===== config.mk =====
export PLATFORM = sky130hd
export DESIGN_NAME = mem_port_arbiter
export DESIGN_NICKNAME = d
export VERILOG_FILES = /design/src/rtl/mem_port_arbiter.sv
export SDC_FILE = /design/constraint.sdc
export NUM_CORES = 1
export LEC_CHECK = 0
export ABC_AREA = 1
export CAP_MARGIN = 20
export CELL_PAD_IN_SITES_DETAIL_PLACEMENT = 2
export CELL_PAD_IN_SITES_GLOBAL_PLACEMENT = 2
export CORE_MARGIN = 1
export CORE_UTILIZATION = 17
export DETAILED_ROUTE_END_ITERATION = 10
export PLACE_DENSITY_LB_ADDON = 0.1
export SLEW_MARGIN = 20
export SYNTH_ARGS = -nofsm -noshare
export SYNTH_HDL_FRONTEND = slang
export SYNTH_SLANG_ARGS = --single-unit
export TNS_END_PERCENT = 1

===== constraint.sdc =====
create_clock -name clk -period 3.1 [get_ports clk]
set_input_delay 0.62 -clock clk [delete_from_list [all_inputs] [get_ports clk]]
set_output_delay 0.62 -clock clk [all_outputs]
set_load 0.01 [all_outputs]

===== src/rtl/mem_port_arbiter.sv =====
// mem_port_arbiter: shares one memory port between the I-fetch and D-side requesters.
// Grants one level-held request at a time, registers the memory command, and routes
// mem_resp/mem_rdata back to the granted side.
// Optional feature macro: MEM_ARB_ROUND_ROBIN_EN (alternate grants on ties; default D wins).
module mem_port_arbiter #(
    parameter int unsigned ADDR_W = 32,
    parameter int unsigned DATA_W = 32
) (
    input  logic                clk,
    input  logic                rst,
    input  logic                i_read,
    input  logic [ADDR_W-1:0]   i_addr,
    output logic                i_resp,
    output logic [DATA_W-1:0]   i_rdata,
    input  logic                d_read,
    input  logic                d_write,
    input  logic [ADDR_W-1:0]   d_addr,
    input  logic [DATA_W-1:0]   d_wdata,
    input  logic [DATA_W/8-1:0] d_wmask,
    output logic                d_resp,
    output logic [DATA_W-1:0]   d_rdata,
    output logic                mem_read,
    output logic                mem_write,
    output logic [ADDR_W-1:0]   mem_addr,
    output logic [DATA_W-1:0]   mem_wdata,
    output logic [DATA_W/8-1:0] mem_wmask,
    input  logic                mem_resp,
    input  logic [DATA_W-1:0]   mem_rdata,
    output logic                busy
);

    typedef enum logic [1:0] {StIdle, StIBusy, StDBusy} state_e;

    state_e state_q, state_d;
    logic   d_req;
    logic   grant_i;
    logic   grant_d;
    logic   tie_to_i;

    assign d_req = d_read | d_write;

`ifdef MEM_ARB_ROUND_ROBIN_EN
    logic last_d_q;

    // Remember which side won the most recent grant; reset as "D last" so I wins the first tie.
    always_ff @(posedge clk or posedge rst) begin
        if (rst) begin
            last_d_q <= 1'b1;
        end else if (grant_i) begin
            last_d_q <= 1'b0;
        end else if (grant_d) begin
            last_d_q <= 1'b1;
        end
    end

    assign tie_to_i = last_d_q;
`else
    // Fixed priority: the data side holds the older instruction, so it wins ties.
    assign tie_to_i = 1'b0;
`endif

    // State register.
    always_ff @(posedge clk or posedge rst) begin
        if (rst) begin
            state_q <= StIdle;
        end else begin
            state_q <= state_d;
        end
    end

    // Arbitration and next-state decode.
    always_comb begin
        state_d = state_q;
        grant_i = 1'b0;
        grant_d = 1'b0;
        unique case (state_q)
            StIdle: begin
                if (i_read && d_req) begin
                    grant_i = tie_to_i;
                    grant_d = !tie_to_i;
                end else begin
                    grant_i = i_read;
                    grant_d = d_req;
                end
                if (grant_i) begin
                    state_d = StIBusy;
                end else if (grant_d) begin
                    state_d = StDBusy;
                end
            end
            StIBusy, StDBusy: begin
                if (mem_resp) begin
                    state_d = StIdle;
                end
            end
            default: state_d = StIdle;
        endcase
    end

    // Latch the granted command; hold it until mem_resp, then drop the strobes.
    always_ff @(posedge clk or posedge rst) begin
        if (rst) begin
            mem_read  <= 1'b0;
            mem_write <= 1'b0;
            mem_addr  <= '0;
            mem_wdata <= '0;
            mem_wmask <= '0;
        end else if (grant_i) begin
            mem_read  <= 1'b1;
            mem_write <= 1'b0;
            mem_addr  <= i_addr;
            mem_wdata <= '0;
            mem_wmask <= '1;
        end else if (grant_d) begin
            // Write takes precedence if both D strobes are (illegally) high.
            mem_read  <= !d_write;
            mem_write <= d_write;
            mem_addr  <= d_addr;
            mem_wdata <= d_wdata;
            mem_wmask <= d_write ? d_wmask : '1;
        end else if (state_q != StIdle && mem_resp) begin
            mem_read  <= 1'b0;
            mem_write <= 1'b0;
        end
    end

    // Responses are combinational from mem_resp; read data is passed through ungated.
    always_comb begin
        i_resp  = (state_q == StIBusy) && mem_resp;
        d_resp  = (state_q == StDBusy) && mem_resp;
        i_rdata = mem_rdata;
        d_rdata = mem_rdata;
        busy    = (state_q != StIdle);
    end

`ifndef SYNTHESIS
    // Protocol checks: conflicting D strobes, and a granted requester dropping early.
    always_ff @(posedge clk) begin
        if (!rst) begin
            if (grant_d) begin
                assert (!(d_read && d_write))
                    else $error("mem_port_arbiter: d_read and d_write both high at grant");
            end
            if (state_q == StIBusy) begin
                assert (i_read) else $error("mem_port_arbiter: i_read dropped before i_resp");
            end
            if (state_q == StDBusy) begin
                assert (d_req) else $error("mem_port_arbiter: D request dropped before d_resp");
            end
        end
    end
`endif

endmodule


* After elaboration in Yosys (flattened, before gate mapping) *
Cells that the tools add are included.

word-level totals
  bits in registers = 72
  input bits = 138
  output and inout bits = 137
  word-level logic and storage cells = 44

operators by class
  eq/ne operators = 4
  multiplexer cells = 22
  bitwise logic cells = 1
  reduce and logical (&&, ||, !) cells = 11

operator list
  kind                number
  $mux 32             4
  $mux 4              3
  $mux 1              11
  $mux 2              3
  $logic_and 1x1->1   4
  $pmux 2 s2          1
  $reduce_bool 2->1   2
  $ne 3x3->1 const B  1
  $reduce_bool 3->1   1
  $eq 2x1->1 const B  1
  $eq 2x2->1 const B  1
  $logic_not 2->1     1
  $ne 2x2->1 const B  1
  $reduce_and 2->1    1
  $reduce_or 2->1     1
  $logic_not 1->1     1
  $or 1x1->1          1

* Depth between registers and ports, before layout *
Gate-level depths: netlist of run 1.

  depth in word-level cells = 7
  gate-level depth with buffers = 8
  gate-level depth less buffers = 8

* Worst setup path before layout of run 1 *
OpenSTA, ideal clock, no wires.

  path type = register to output
  from = reg state_q[0]
  to = out busy
  arrival time = 0.773 ns
  required time = 2.480 ns
  path slack = 1.707 ns
  stages on the path, launching flop included = 4
  buffers on the path = 0
  cell sequence = dfrtp_1 inv_1 ha_1 inv_1

between the ends
  cells in the longest elaborated chain, start to end = 1

RTL lines
  what                    line  RTL
  start, declared         34    state_e state_q, state_d;
  start signal, assigned  65    state_q <= StIdle;
  start signal, assigned  67    state_q <= state_d;
  $reduce_bool 2->1       133   busy = (state_q != StIdle);
  end, declared           29    output logic busy

No other way between the ends.

* Worst setup path after layout of run 1 *
  from = in mem_resp
  to = out d_resp

between the ends
  cells in the longest elaborated chain, start to end = 1

RTL lines
  what               line  RTL
  start, declared    27    input logic mem_resp,
  $logic_and 1x1->1  130   d_resp = (state_q == StDBusy) && mem_resp;
  end, declared      20    output logic d_resp,

No other way between the ends.

==> results of run 1 <==
-- layout make-up --
| cell class | count | area [sq um] |
|---|---|---|
| clock inverter | 2 | 10.01 |
| inverter | 11 | 42.54 |
| timing repair buffer | 183 | 1844 |
| tap | 275 | 344.1 |
| sequential | 72 | 1802 |
| clock buffer | 11 | 232.7 |
| fill | 2440 | 15690 |
| multi-input combinational | 267 | 1255 |
-- cell families after synthesis --
logic type	share of synthesized area, %
compound gates	1.246
buf+inv	17.74
fa+ha+maj	1.347
flops	48.48
simple gates	31.18
-- report_power, final --
group          internal [uW]  leakage (uW)  switching [uW]
clock network            526      0.000121             396
registers               1400      0.000880             267
logic                   1230       0.00144            1210
-- per-stage QoR --
step | power (uW) | area [sq um] | util (%)
3_3_place_gp | 4136 | 5288 | 24.92
2_1_floorplan | 2830 | 3716 | -
4_1_cts | 5162 | 5530 | 26.06
3_5_place_dp | 4200 | 5288 | 24.92
6_report | 5028 | 5530 | 26.06
5_1_grt | 5448 | 5530 | 26.06
-- worst max-delay path: cells and delay by family --
kind | cells | cell delay (ns)
buffers and inverters | 3 | 1.11
and+or+nand+nor | 1 | 0.07
-- metal layers --
layer	vias up	wire length [microns]
li1	1582	-
met1	1605	6203
met2	145	5963
met3	16	1501
met4	0	191
met5	-	0
-- cell usage in the layout, fill, tap and decap left out, drive strengths merged --
cell and count:
buf 5, clkbuf 11, clkdlybuf4s50 178, clkinv 3, dfrtp 72, ha 4
inv 10, nand2 116, nand3 136, nand4 2, nor2 2, o21ai 7
-- sequential cells by signal, indices dropped and copies added, names as in the netlist --
name,count
mem_write,1
state_q,2
mem_wdata,32
mem_wmask,4
mem_read,1
mem_addr,32
-- worst paths after layout --
| path | endpoint | slack, ns | cells after the start |
|---|---|---|---|
| worst min-delay path | mem_addr[22] | 0.51 | 2 |
| worst min register to register | mem_addr[22] | 0.51 | 2 |
| worst max register to register | mem_wmask[3] | 0.98 | 6 |
| worst max-delay path | d_resp | 0.68 | 4 |
| max in group asynchronous | mem_wdata[17] | 1.79 | 3 |
| min in group asynchronous | mem_write | 0.66 | 2 |
==> impl_metrics.toml, run 1 <==
[clocking]
postCtsHoldBufs = 0
clockBufferDepth = 2
insertion_delay_ns = 0.34
cts_resized = 0
post-cts-setup-buffer-count = 0
cts_buffers = 9
clock-sinks = 72
htreeDepth = 3
clk_pin_slew_ns = 0.05
cts_tree = "built"
root_buffer = "clkbuf_16"

[timing]
max_freq_ghz = 0.4138
hold_slack_ns = 0.5095
fin_worst_skew_ns = 0.007768
drv_slew = 0
finalWorstSetupSlack_ns = 0.6832
max_slew.worst_pin.slew_ns = 0.7222
relSlewSlack_pct = 51.68
min_period_ns = 2.417
hold_violations = 0
setup_viol_count_final = 0
rsz0062_at_grt = "false"
tns_ns = 0
period_share_pct = 77.96

[power_and_ir_drop]
ir_drop_mv = 0.2236
power_density_nw_per_um2 = 909.2
power.leakage_uw = 0.002442

[worst_setup_path]
max_stage_delay_ns = 0.53
crit_path_top_delay_cell = "clkdlybuf4s50_1"
reg2reg_from = "state_q[1]"
cp_common_cell = "clkdlybuf4s50_1"
cp-start-kind = "primary input"
critical_path_required_ns = 2.48
crit_chain = "clkdlybuf4s50_1 > nand2_1 > inv_1 > clkdlybuf4s50_1"
critPathMaxFanout = 4
critical_path_arrival_ns = 1.80
cp-end-kind = "primary output"
crit_start = "mem_resp"
worstSetupPathType = "in -> out"

[job]
cap_violations = 0

[synth]
syn_nets = 582
ys_seq_area_share_pct = 48.48
ys_warn_count = 0
synthTopCellsByCount = "nand3_1, nand2_1, dfrtp_1"
ys_types = 15
ys_top_cells_by_area = "dfrtp_1, nand3_1, buf_4, nand2_1, buf_2"
synth_top_area_share_pct = 48.48
synth_edf_count = 0
synthFlopType = "dfrtp_1"
syn_avg_cell_area_sq_um = 8.446
syn-instance-count = 440
yosys.cell_count.top_type = "nand3_1"
yosys.area.top_type = "dfrtp_1"
ys_ff_latch = 72
synth_area_sq_um = 3716
async_reset_ff_share_pct = 100.0

[hold_path]
min_from = "mem_addr[22]"
hold_path.class = "reg -> reg"

[global_route]
use_met3_pct = 5.701
grt.total_usage_pct = 12.80
grt_pass1_vias = 3863
grt_pass1_wl_microns = 21780
grt_util_met2_pct = 19.77
grt_max_degree = 52
use_met1_pct = 15.67
grt-ovfl-total = 0
antenna_found_initial = 0
grt.busiest_layer = "met2"

[final_layout]
layoutNonFillerInstCount = 821
nets = 686
areaGrowthSynthToFinish_pct = 48.82
antenna_cells = 0
final_layout_size_suffix_gt1_share_pct = 4.212

[detailed_routing]
wl_per_cell_microns = 16.88
firstDrtPassIters = 4
drc = 0
ant_nets = 0
vias_per_cell = 4.078
vias = 3348
drt_wl_total_microns = 13860
drt-initial-drc-count = 73

[floorplan]
start_util_pct = 17.51
die_w_microns = 149.9
die_height_microns = 149.9
dieArea_sq_um = 22460
core_area_sq_um = 21220
ios = 275
rows = 53

[place]
gp_congestion = 0.6934
dp_cells = 808
dp_hpwl_microns = 9859
dp_slack_ns = 0.3343
port_buffers = 178

[status]
status = "finished clean"
Power figures use the tool's default switching activity.
==> inputs of run 2 (changes only) <==
- CORE_UTILIZATION: 17 -> 16
- clock period: 3.1 -> 2 ns (I/O delays scaled with it)
==> impl_metrics.toml, run 2 (synthesized netlist as in run 1, its figures left out) <==
[status]
status = "finished clean"

[worst_setup_path]
critical_path_required_ns = 1.60
critical_path_arrival_ns = 1.41
reg2reg_from = "state_q[0]"
critPathMaxFanout = 3
cp-endpoint = "d_resp"
rrSetupSlack_ns = 0.22
r2r_end = "mem_addr[11]"
worstSetupPathType = "reg -> out"
cp-end-kind = "primary output"
cp-start-kind = "flip-flop"
r2r_cells = 6
crit_start = "state_q[0]"

[power_and_ir_drop]
power_density_nw_per_um2 = 1457
p_comb_share_pct = 46.6
seq_power_share_pct = 30.5
clockPowerShare_pct = 22.8
swShare_pct = 35.42
internal_power_uw = 5438
power_uw = 8421
p_sw_uw = 2983
ir_drop_mv = 0.3737
power.leakage_uw = 0.002578

[detailed_routing]
vias_per_cell = 4.110
drt-initial-drc-count = 96
ant_nets = 0
firstDrtPassIters = 4
vias = 3469
drt_wl_total_microns = 14370
drc = 0
wl_per_cell_microns = 17.03

[clocking]
htreeDepth = 3
clock-sinks = 72
root_buffer = "clkbuf_16"
post-cts-setup-buffer-count = 0
insertion_delay_ns = 0.34
cts_buffers = 9
clk_pin_slew_ns = 0.06
cts_tree = "built"
clockBufferDepth = 2

[floorplan]
die_w_microns = 154.4
start_util_pct = 16.36
ios = 275
rows = 55
die_height_microns = 154.4
core_area_sq_um = 22710
dieArea_sq_um = 23840

[global_route]
grt_pass1_vias = 3979
grt.total_usage_pct = 12.40
grt-ovfl-total = 0
antenna_found_initial = 0
grt_pass1_wl_microns = 22650
grt_max_degree = 73

[timing]
period_share_pct = 90.60
fin_worst_skew_ns = 0.007232
drv_slew = 0
max_freq_ghz = 0.5519
setup_viol_count_final = 0
min_period_ns = 1.812
relSlewSlack_pct = 57.57
max_slew.worst_pin.slew_ns = 0.6355
hold_violations = 0
finalWorstSetupSlack_ns = 0.1880
rsz0062_at_grt = "false"

[final_layout]
layoutNonFillerInstCount = 844
n_fill_cell = 2545
final_common_cell = "clkdlybuf4s50_1"
areaGrowthSynthToFinish_pct = 55.49
antenna_cells = 0
top_regs = "mem_addr x32, mem_wdata x32, mem_wmask x4"
layout_common_cells = "clkdlybuf4s50_1, nand3_1, nand2_1"
final_area_sq_um = 5778
nets = 696
final_util_pct = 25.44
final_layout_size_suffix_gt1_share_pct = 7.156

[place]
dpl_cell_area_sq_um = 5415
dp_slack_ns = -0.1092
port_buffers = 178
dp_cells = 828
gp_congestion = 0.7178
dp_hpwl_microns = 10130

[job]
cap_violations = 0

[hold_path]
hold_path.class = "in -> async"
## run 2: cell count changes in the layout (fill, tap and decap cells not counted), sizes merged
cell / change
bufinv: +3
buf: +10
dlymetal6s2s: +2
clkdlybuf4s50: -3
clkinvlp: +1
clkinv: -1
dlygate4sd2: +1
## run 2: worst min path at each step
stage / to / slack [ns] / cells past startpoint
CTS: mem_wdata[9] / 0.52 / 2
detailed placement: mem_wdata[9] / 0.50 / 2
floorplan: state_q[1] / 0.48 / 2
global placement: mem_wdata[0] / 0.49 / 2
global route: mem_wdata[3] / 0.54 / 2
finish: mem_wmask[2] / 0.48 / 3
## run 2: per-layer routing
| metal | global-route usage, % | share of wire, % | vias up |
|---|---|---|---|
| met4 | 3.536 | 1.1 | 0 |
| met3 | 6.388 | 11 | 22 |
| met1 | 14.33 | 42 | 1707 |
| met5 | 0 | 0 | - |
| li1 | - | - | 1604 |
| met2 | 19.97 | 46 | 136 |
## run 2: cell type report
type	instances	area, sq um	share of cell area, %
sequential	72	1802	31.18
multi-input combinational	267	1267	21.94
inverter	11	45.04	0.7796
clock buffer	11	242.7	4.201
clock inverter	5	103.9	1.797
timing repair buffer	193	1961	33.93
tap	285	356.6	6.172
## run 2: repair_timing
| item | CTS | global route |
|---|---|---|
| pin swaps | 0 | 0 |
| setup endpoints to repair | 3 | 2 |
| hold buffers | 0 | 0 |
| gates resized for setup | 2 | 5 |
## run 2: power by group through the flow
stage                     registers [uW]  logic, uW  clock network [uW]
after floorplan                     2880       1500                   0
after global placement              2580       3950                   0
after detailed placement            2620       4020                   0
after CTS                           2590       4040                2010
after global routing                2680       4340                2050
final                               2570       3930                1920
## run 2: worst max-delay path: stages (launching register included)
cell and delay [ns]:
dfrtp_1 0.40, inv_2 0.11, ha_1 0.18, nand2_1 0.07
inv_1 0.06, dlygate4sd2_1 0.26
## run 2: per-stage QoR
stage                     hold WS, ns  setup TNS (ns)
after global routing           0.5364               0
after detailed placement       0.5007          -1.499
after floorplan                0.4782               0
after global placement         0.4899        -0.07672
final                          0.4828               0
after CTS                      0.5180         -0.1308
==> inputs of run 3 (changes only) <==
- CORE_UTILIZATION: 16 -> 17
- clock period: 2 -> 1.7 ns (I/O delays scaled with it)
==> impl_metrics.toml, run 3 (synthesized netlist as in run 1, its figures left out) <==
[status]
status = "finished clean"

[power_and_ir_drop]
seq_power_share_pct = 30.2
p_sw_uw = 3564
swShare_pct = 35.53
internal_power_uw = 6466
clockPowerShare_pct = 21.0
ir_drop_mv = 0.4461
power_density_nw_per_um2 = 1703
p_comb_share_pct = 48.7
power.leakage_uw = 0.002624

[detailed_routing]
ant_nets = 0
vias_per_cell = 4.064
wl_per_cell_microns = 16.81
drt_wl_total_microns = 14260
firstDrtPassIters = 4
drt-initial-drc-count = 75
drc = 0
vias = 3446

[timing]
fin_worst_skew_ns = 0.01010
max_slew.worst_pin.slew_ns = 0.4351
drv_slew = 0
relSlewSlack_pct = 71.00
setup_viol_count_final = 0
hold_violations = 0
period_share_pct = 97.65
tns_ns = 0
max_freq_ghz = 0.6024
min_period_ns = 1.660
rsz0062_at_grt = "true"

[job]
cap_violations = 0

[clocking]
insertion_delay_ns = 0.34
clock-sinks = 72
clockBufferDepth = 2
clk_pin_slew_ns = 0.05
postCtsHoldBufs = 0
htreeDepth = 3
cts_buffers = 9
root_buffer = "clkbuf_16"
cts_tree = "built"

[final_layout]
nets = 711
seq_area_sq_um = 1802
final_common_cell = "clkdlybuf4s50_1"
layout_common_cells = "clkdlybuf4s50_1, nand3_1, nand2_1"
multiInputGateArea_sq_um = 1270
antenna_cells = 0
top_regs = "mem_addr x32, mem_wdata x32, mem_wmask x4"
final_area_sq_um = 5891
final_layout_size_suffix_gt1_share_pct = 10.12
areaGrowthSynthToFinish_pct = 58.52
n_fill_cell = 2402

[place]
dpl_cell_area_sq_um = 5543
port_buffers = 178
dp_hpwl_microns = 10140
gp_congestion = 0.7092

[worst_setup_path]
max_stage_delay_ns = 0.40
crit_chain = "inv_2 > buf_4 > ha_2 > nand2_1 > inv_1 > buf_2"
crit_path_top_delay_cell = "dfrtp_1"
critical_path_required_ns = 1.36
critPathMaxFanout = 3
worst-path-buf-inv = 4
worstSetupPathType = "reg -> out"
cp-end-kind = "primary output"
crit_family = "flip-flops"
cp-start-kind = "flip-flop"
critical_path_arrival_ns = 1.32

[floorplan]
start_util_pct = 17.51
rows = 53
dieArea_sq_um = 22460
core_area_sq_um = 21220
die_w_microns = 149.9
ios = 275
die_height_microns = 149.9

[global_route]
grt_pass1_wl_microns = 21940
grt_pass1_vias = 3909
grt-ovfl-total = 0
grt.total_usage_pct = 12.93
antenna_found_initial = 1
grt_max_degree = 73

[hold_path]
hold_path.class = "in -> async"
[run 3: tightest hold or removal path, cell delays in order]
cell,delay [ns]
clkdlybuf4s50_1,0.44
clkinvlp_4,0.10
buf_12,0.35
[run 3: worst paths after layout]
check / startpoint / endpoint / slack (ns) / cells past startpoint
setup / recovery: state_q[0] / d_resp / 0.04 / 6
hold / removal: rst / state_q[0] / 0.48 / 3
setup reg to reg: state_q[0] / mem_addr[17] / 0.13 / 8
hold reg to reg: mem_wdata[20] / mem_wdata[20] / 0.51 / 2
max in group asynchronous: rst / mem_wdata[19] / 0.89 / 3
min in group clk: mem_wdata[20] / mem_wdata[20] / 0.51 / 2
[run 3: layout make-up]
type,instances,share of cell area (%)
timing repair buffer,208,35.81
sequential,72,30.59
multi-input combinational,267,21.56
tap,275,5.841
clock buffer,10,4.057
clock inverter,5,1.381
inverter,11,0.7647
[run 3: layer usage]
| layer | GRT usage, % | share of wire (%) | up-vias |
|---|---|---|---|
| met2 | 20.69 | 46 | 140 |
| met1 | 15.26 | 42 | 1655 |
| li1 | - | - | 1636 |
| met5 | 0 | 0.11 | - |
| met3 | 6.067 | 10 | 13 |
| met4 | 3.939 | 1.0 | 2 |
[run 3: repair_timing]
action                     4_1_cts  5_1_grt
gates resized for setup         10        4
setup endpoints to repair        3       12
pin swaps                        0        1
buffers inserted                 1        2
[run 3: power groups by stage]
| stage | sequential, uW | clock (uW) | combinational (uW) |
|---|---|---|---|
| floorplan | 3390 | 0 | 1770 |
| global placement | 3050 | 0 | 4880 |
| detailed placement | 3080 | 0 | 4960 |
| CTS | 3060 | 2190 | 5020 |
| global route | 3150 | 2260 | 5400 |
| finish | 3030 | 2110 | 4890 |
[run 3: per-stage QoR]
step | hold slack (ns) | total power [uW] | util (%) | setup slack (ns) | instances
floorplan | 0.4572 | 5161 | - | 0.3565 | 440
global placement | 0.4899 | 7933 | 26.12 | -0.1089 | 830
detailed placement | 0.4981 | 8049 | 26.12 | -0.1558 | 830
CTS | 0.4880 | 10280 | 27.69 | 0.006732 | 846
global route | 0.5209 | 10810 | 27.76 | -0.02109 | 848
finish | 0.4812 | 10030 | 27.76 | 0.04001 | 848
